## config.mk

```make
export PLATFORM = sky130hd
export DESIGN_NAME = wb_regfile_sp
export DESIGN_NICKNAME = d
export VERILOG_FILES = /design/src/rtl/wb_regfile_sp.sv
export SDC_FILE = /design/constraint.sdc
export NUM_CORES = 1
export LEC_CHECK = 0
export CORE_UTILIZATION = 51
export DETAILED_ROUTE_END_ITERATION = 16
export PLACE_DENSITY_LB_ADDON = 0.15
export SETUP_SLACK_MARGIN = 0.1
export SLEW_MARGIN = 20
export SYNTH_ARGS = -nofsm -noshare
export SYNTH_HDL_FRONTEND = slang
export SYNTH_SLANG_ARGS = --single-unit
export TNS_END_PERCENT = 100
```

## constraint.sdc

```tcl
create_clock -name clk -period 6.05 [get_ports clk]
set_input_delay 1.815 -clock clk [delete_from_list [all_inputs] [get_ports clk]]
set_output_delay 1.815 -clock clk [all_outputs]
set_load 0.03 [all_outputs]
```

## src/rtl/wb_regfile_sp.sv

```systemverilog
// Write-back endpoint: commits WB-stage control to a 4x8 register file (R3 = stack pointer),
// the output port register and the sticky halt latch; exposes bypassed decode read ports.
module wb_regfile_sp #(
    parameter int          DW       = 8,
    parameter logic [DW-1:0] SP_RESET = 8'hFF,
    parameter bit          IN_SYNC  = 1'b1
) (
    input  logic          clk,
    input  logic          rst,
    input  logic [1:0]    ra_wb,
    input  logic [1:0]    rb_wb,
    input  logic [DW-1:0] wb_data,
    input  logic [DW-1:0] in_port,
    input  logic          write_en,
    input  logic          sw1,
    input  logic          sw2,
    input  logic          sp_inc,
    input  logic          sp_dec,
    input  logic          ld_out,
    input  logic          hlt_en,
    input  logic [1:0]    rd_addr_a,
    input  logic [1:0]    rd_addr_b,
    output logic [DW-1:0] rd_data_a,
    output logic [DW-1:0] rd_data_b,
    output logic [DW-1:0] sp,
    output logic [DW-1:0] out_port,
    output logic          out_strobe,
    output logic          halted
);

    logic [DW-1:0] regs_r [0:3];
    logic [DW-1:0] out_port_r;
    logic          out_strobe_r;
    logic          halted_r;

    logic [DW-1:0] in_s;
    logic          active_s;
    logic          we_s;
    logic          inc_s;
    logic          dec_s;
    logic          ld_s;
    logic [1:0]    wdest_s;
    logic [DW-1:0] wdata_s;
    logic [DW-1:0] sp_pend_s;
    logic [DW-1:0] sp_next_s;
    logic          sp_move_s;

    generate
        if (IN_SYNC) begin : g_sync
            logic [DW-1:0] sync1_r;
            logic [DW-1:0] sync2_r;

            // Two-flop synchronizer for the asynchronous input port
            always_ff @(posedge clk) begin
                if (rst) begin
                    sync1_r <= {DW{1'b0}};
                    sync2_r <= {DW{1'b0}};
                end else begin
                    sync1_r <= in_port;
                    sync2_r <= sync1_r;
                end
            end

            assign in_s = sync2_r;
        end else begin : g_nosync
            assign in_s = in_port;
        end
    endgenerate

    // An instruction carrying hlt_en, or anything arriving once halted, commits nothing but the halt
    assign active_s  = ~halted_r & ~hlt_en;
    assign we_s      = write_en & active_s;
    assign inc_s     = sp_inc   & active_s;
    assign dec_s     = sp_dec   & active_s;
    assign ld_s      = ld_out   & active_s;
    assign wdest_s   = sw1 ? rb_wb : ra_wb;
    assign wdata_s   = sw2 ? in_s : wb_data;
    assign sp_move_s = inc_s ^ dec_s;

    // Next stack pointer: a register write to R3 overrides push/pop arithmetic
    always_comb begin
        sp_pend_s = regs_r[3];
        sp_next_s = regs_r[3];
        if (sp_move_s) begin
            if (inc_s) begin
                sp_pend_s = regs_r[3] + {{(DW-1){1'b0}}, 1'b1};
            end else begin
                sp_pend_s = regs_r[3] - {{(DW-1){1'b0}}, 1'b1};
            end
        end else begin
            sp_pend_s = regs_r[3];
        end
        if (we_s && (wdest_s == 2'd3)) begin
            sp_next_s = wdata_s;
        end else begin
            sp_next_s = sp_pend_s;
        end
    end

    // Read port A with write and SP bypass
    always_comb begin
        rd_data_a = regs_r[rd_addr_a];
        if (we_s && (wdest_s == rd_addr_a)) begin
            rd_data_a = wdata_s;
        end else if ((rd_addr_a == 2'd3) && sp_move_s) begin
            rd_data_a = sp_pend_s;
        end else begin
            rd_data_a = regs_r[rd_addr_a];
        end
    end

    // Read port B with write and SP bypass
    always_comb begin
        rd_data_b = regs_r[rd_addr_b];
        if (we_s && (wdest_s == rd_addr_b)) begin
            rd_data_b = wdata_s;
        end else if ((rd_addr_b == 2'd3) && sp_move_s) begin
            rd_data_b = sp_pend_s;
        end else begin
            rd_data_b = regs_r[rd_addr_b];
        end
    end

    // Architectural state update; reset discards any same-edge request
    always_ff @(posedge clk) begin
        if (rst) begin
            regs_r[0]    <= {DW{1'b0}};
            regs_r[1]    <= {DW{1'b0}};
            regs_r[2]    <= {DW{1'b0}};
            regs_r[3]    <= SP_RESET;
            out_port_r   <= {DW{1'b0}};
            out_strobe_r <= 1'b0;
            halted_r     <= 1'b0;
        end else begin
            if (we_s && (wdest_s != 2'd3)) begin
                regs_r[wdest_s] <= wdata_s;
            end
            regs_r[3] <= sp_next_s;
            if (ld_s) begin
                out_port_r <= wb_data;
            end
            out_strobe_r <= ld_s;
            if (hlt_en) begin
                halted_r <= 1'b1;
            end
        end
    end

    assign sp         = regs_r[3];
    assign out_port   = out_port_r;
    assign out_strobe = out_strobe_r;
    assign halted     = halted_r;

endmodule

```

==> flow_summary.toml <==
[status]
status = "complete, no violations"

[finish]
fin_cells = 479
antenna_cells = 0
nNetsFinal = 440
drive_above_1_share_pct = 25.0
area_growth_pct = 38.9

[sta]
setup_ws_ns = 0.141
post-route-min-period_ns = 5.91
fin_worst_skew_ns = 0.0108
drv_slew = 0
tightestPinTransition_ns = 0.468
rsz0062_at_grt = "yes"
setup_viol = 0
finalSetupTns_ns = 0
hold_violations = 0
timing.final.crit_share_pct = 97.7
fmax_mhz = 169
slew_headroom_pct = 68.7

[critical_path]
slowest_delay_ns = 0.31
cp_cell_sequence = "dlygate4sd2_1 > nand2_4 > buf_4 > buf_4 > ha_4 > o21a_1 > nor2_1 > a21oi_1 > xor2_1 > xor2_1 > a211oi_1 > a21oi_1 > buf_4"
cp-end-kind = "primary output"
arrival_ns = 4.09
cp_top_family = "buffers and inverters"
critPathKind = "in2out"
worstPathMaxFanout = 6
worst_path_max_delay_cell = "xor2_1"
worstRegToRegCells = 10
startpoint_type = "input port"
reg2reg_slack_ns = 3.58
required_ns = 4.24
r2r_start = "halted$_SDFFE_PP0P_"
worstPathBufferInverterCount = 4
path_common_cell = "buf_4"
rr_endpoint = "regs_r[3][6]$_DFF_P_"

[hold_path]
hp-start = "g_sync.sync1_r[7]$_SDFF_PP0_"
hold_path_end = "g_sync.sync2_r[7]$_SDFF_PP0_"
whs_path_depth = 1
worstHoldPathType = "reg2reg"

[global_routing]
grt_pass1_vias = 2623
grt_pass1_wl_um = 12800
antenna_found_initial = 0
grt_use_total_pct = 27.8
grt_overflow_total = 0
grt_start_max_net_pins = 34

[route]
viasPerCell = 5.59
route.detailed.wl_per_inst_um = 17.2
first_iter_violations = 149
route.detailed.drc = 0
vias = 2679
first_pass_iters = 4
drt_wl_total_um = 8250
ant_nets = 0

[placement]
place_ws_ns = -0.250
io_buffers = 66
place_congestion = 0.871
placed_cells = 460
hpwlAfterDp_um = 6230

[die]
rows = 28
die_h_um = 80.6
die_area_mm2 = 0.00649
pin_count = 67
start_util_pct = 52.9
core-area_mm2 = 0.00596
die_w_um = 80.6

[clocking]
cts_root_buf = "clkbuf_8"
htreeDepth = 3
clockBufferDepth = 2
cts.reportedPaths.clkPinSlew_ns = 0.07
cts_hold_buf = 0
clk_latency_ns = 0.34
clock-sinks = 58
cts_buffers = 9
cts_tree = "built"

[power]
power_density_mw_per_mm2 = 264
power.total_mw = 1.15
vdd_ir_drop_max_mv = 0.167
p_leak_nw = 1.69

[logic_synthesis]
synth-edff-count = 24
synth_ff_type = "dfxtp_1"
synthArstFlopShare_pct = 0
syn_area_per_cell_um2 = 10.5
ys_seq_elements = 58
synth.distinct_cells = 40
synth_fp_nets = 341
syn_area_mm2 = 0.00315
ys_seq_area_share_pct = 44.5
yosysWarnings = 0
syn-instance-count = 300

[run]
maxCapViolCount = 0
cells in the mapped netlist (2+ instances only):
library cell | n | share of area [%]
nor3_4 | 2 | 1.0
and2_4 | 2 | 0.56
and3_1 | 3 | 0.60
xnor2_1 | 10 | 2.8
mux4_1 | 2 | 1.7
a211oi_1 | 16 | 3.8
ha_1 | 7 | 2.8
buf_2 | 6 | 0.95
mux2i_2 | 2 | 0.87
nor2b_1 | 24 | 4.8
clkbuf_1 | 8 | 0.95
a21o_1 | 3 | 0.72
o21ai_0 | 7 | 1.1
buf_4 | 2 | 0.48
and2_1 | 5 | 0.99
nand2_1 | 32 | 3.8
xor2_1 | 4 | 1.1
a21oi_1 | 25 | 4.0
nor2_1 | 37 | 4.4
dfxtp_1 | 34 | 22
inv_1 | 3 | 0.36
nor3_1 | 3 | 0.48
mux4_2 | 14 | 10
edfxtp_1 | 24 | 23
mux2i_1 | 10 | 3.2
worst max-delay path by stage:
| stage | endpoint | start | slack (ns) | depth (start not counted) |
|---|---|---|---|---|
| final | rd_data_b[7] | sp_inc | 0.14 | 13 |
| after CTS | rd_data_b[4] | hlt_en | 0.11 | 11 |
| after detailed placement | rd_data_b[7] | hlt_en | -0.25 | 13 |
| after global routing | rd_data_b[7] | sp_inc | -0.002 | 12 |
| after floorplan | rd_data_a[7] | hlt_en | 0.12 | 10 |
| after global placement | rd_data_b[7] | hlt_en | -0.19 | 13 |
report_power, final:
group / switching, mW / total, mW / internal (mW)
combinational: 0.166 / 0.315 / 0.148
clock: 0.160 / 0.394 / 0.233
sequential: 0.0167 / 0.444 / 0.427
total: 0.344 / 1.15 / 0.809
layout make-up:
type | instances | area (µm²)
Tap cell | 75 | 93.8
Clock buffer | 10 | 128
Timing Repair Buffer | 104 | 910
Sequential cell | 58 | 1400
Inverter | 4 | 15.0
Multi-Input combinational cell | 222 | 1740
Clock inverter | 6 | 90.1
Fill cell | 458 | 1580
kinds of logic (layout without fill, tap and decap cells):
group           count (synthesis)  in the layout  share of synthesized area [%]
xor+xnor                       14             14                           3.89
mux                            28             28                           15.7
simple gates                  114            114                           18.0
fa+ha+maj                       8              8                           3.42
compound gates                 58             58                           11.6
buf+inv                        20            124                           2.86
flops                          58             58                           44.5
placed cells by master, fill, tap and decap left out, types with 2 or more instances in the layout:
master	synthesis	layout
buf_4	2	51
clkdlybuf4s50_1	0	48
nor2_1	37	37
dfxtp_1	34	34
nand2_1	32	31
a21oi_1	25	25
nor2b_1	24	24
edfxtp_1	24	24
a211oi_1	16	16
mux4_2	14	14
mux2i_1	10	10
xnor2_1	10	9
clkbuf_8	0	9
o21ai_0	7	7
and2_1	5	5
ha_4	0	5
xor2_1	4	4
inv_1	3	3
a21o_1	3	3
and3_1	3	3
nor3_1	3	3
mux2i_2	2	2
and2_4	2	2
nor3_4	2	2
mux4_1	2	2
ha_1	7	2
bufinv_16	0	2
dlygate4sd2_1	0	2
through the flow:
stage          area, µm²  hold slack [ns]  utilization, %
6_report            4370            0.443            73.4
3_5_place_dp        4060            0.422            68.1
4_1_cts             4340            0.444            72.8
3_3_place_gp        4060            0.420            68.1
5_1_grt             4370            0.456            73.4
2_1_floorplan       3150            0.414               -
sequential cells by signal (all words and copies together) (netlist names):
name	flops
g_sync.sync1_r	8
g_sync.sync2_r	8
halted	1
out_port	8
out_strobe	1
regs_r	32
repair_timing:
| action | in CTS | in global routing |
|---|---|---|
| gates resized for setup | 10 | 5 |
| pin swaps | 8 | 7 |
| gates cloned | 0 | 0 |
| buffers inserted | 2 | 1 |
| endpoints found under the setup margin | 8 | 5 |
layer usage:
layer	up-vias	wire length (µm)	global-route usage [%]	share of wire (%)
li1	1271	-	-	-
met1	1252	3220	32.7	39
met2	134	4070	46.4	49
met3	22	705	7.73	8.5
met4	0	249	13.9	3.0
met5	-	0	0	0
Note: power is estimated with default switching activity, not from simulation.
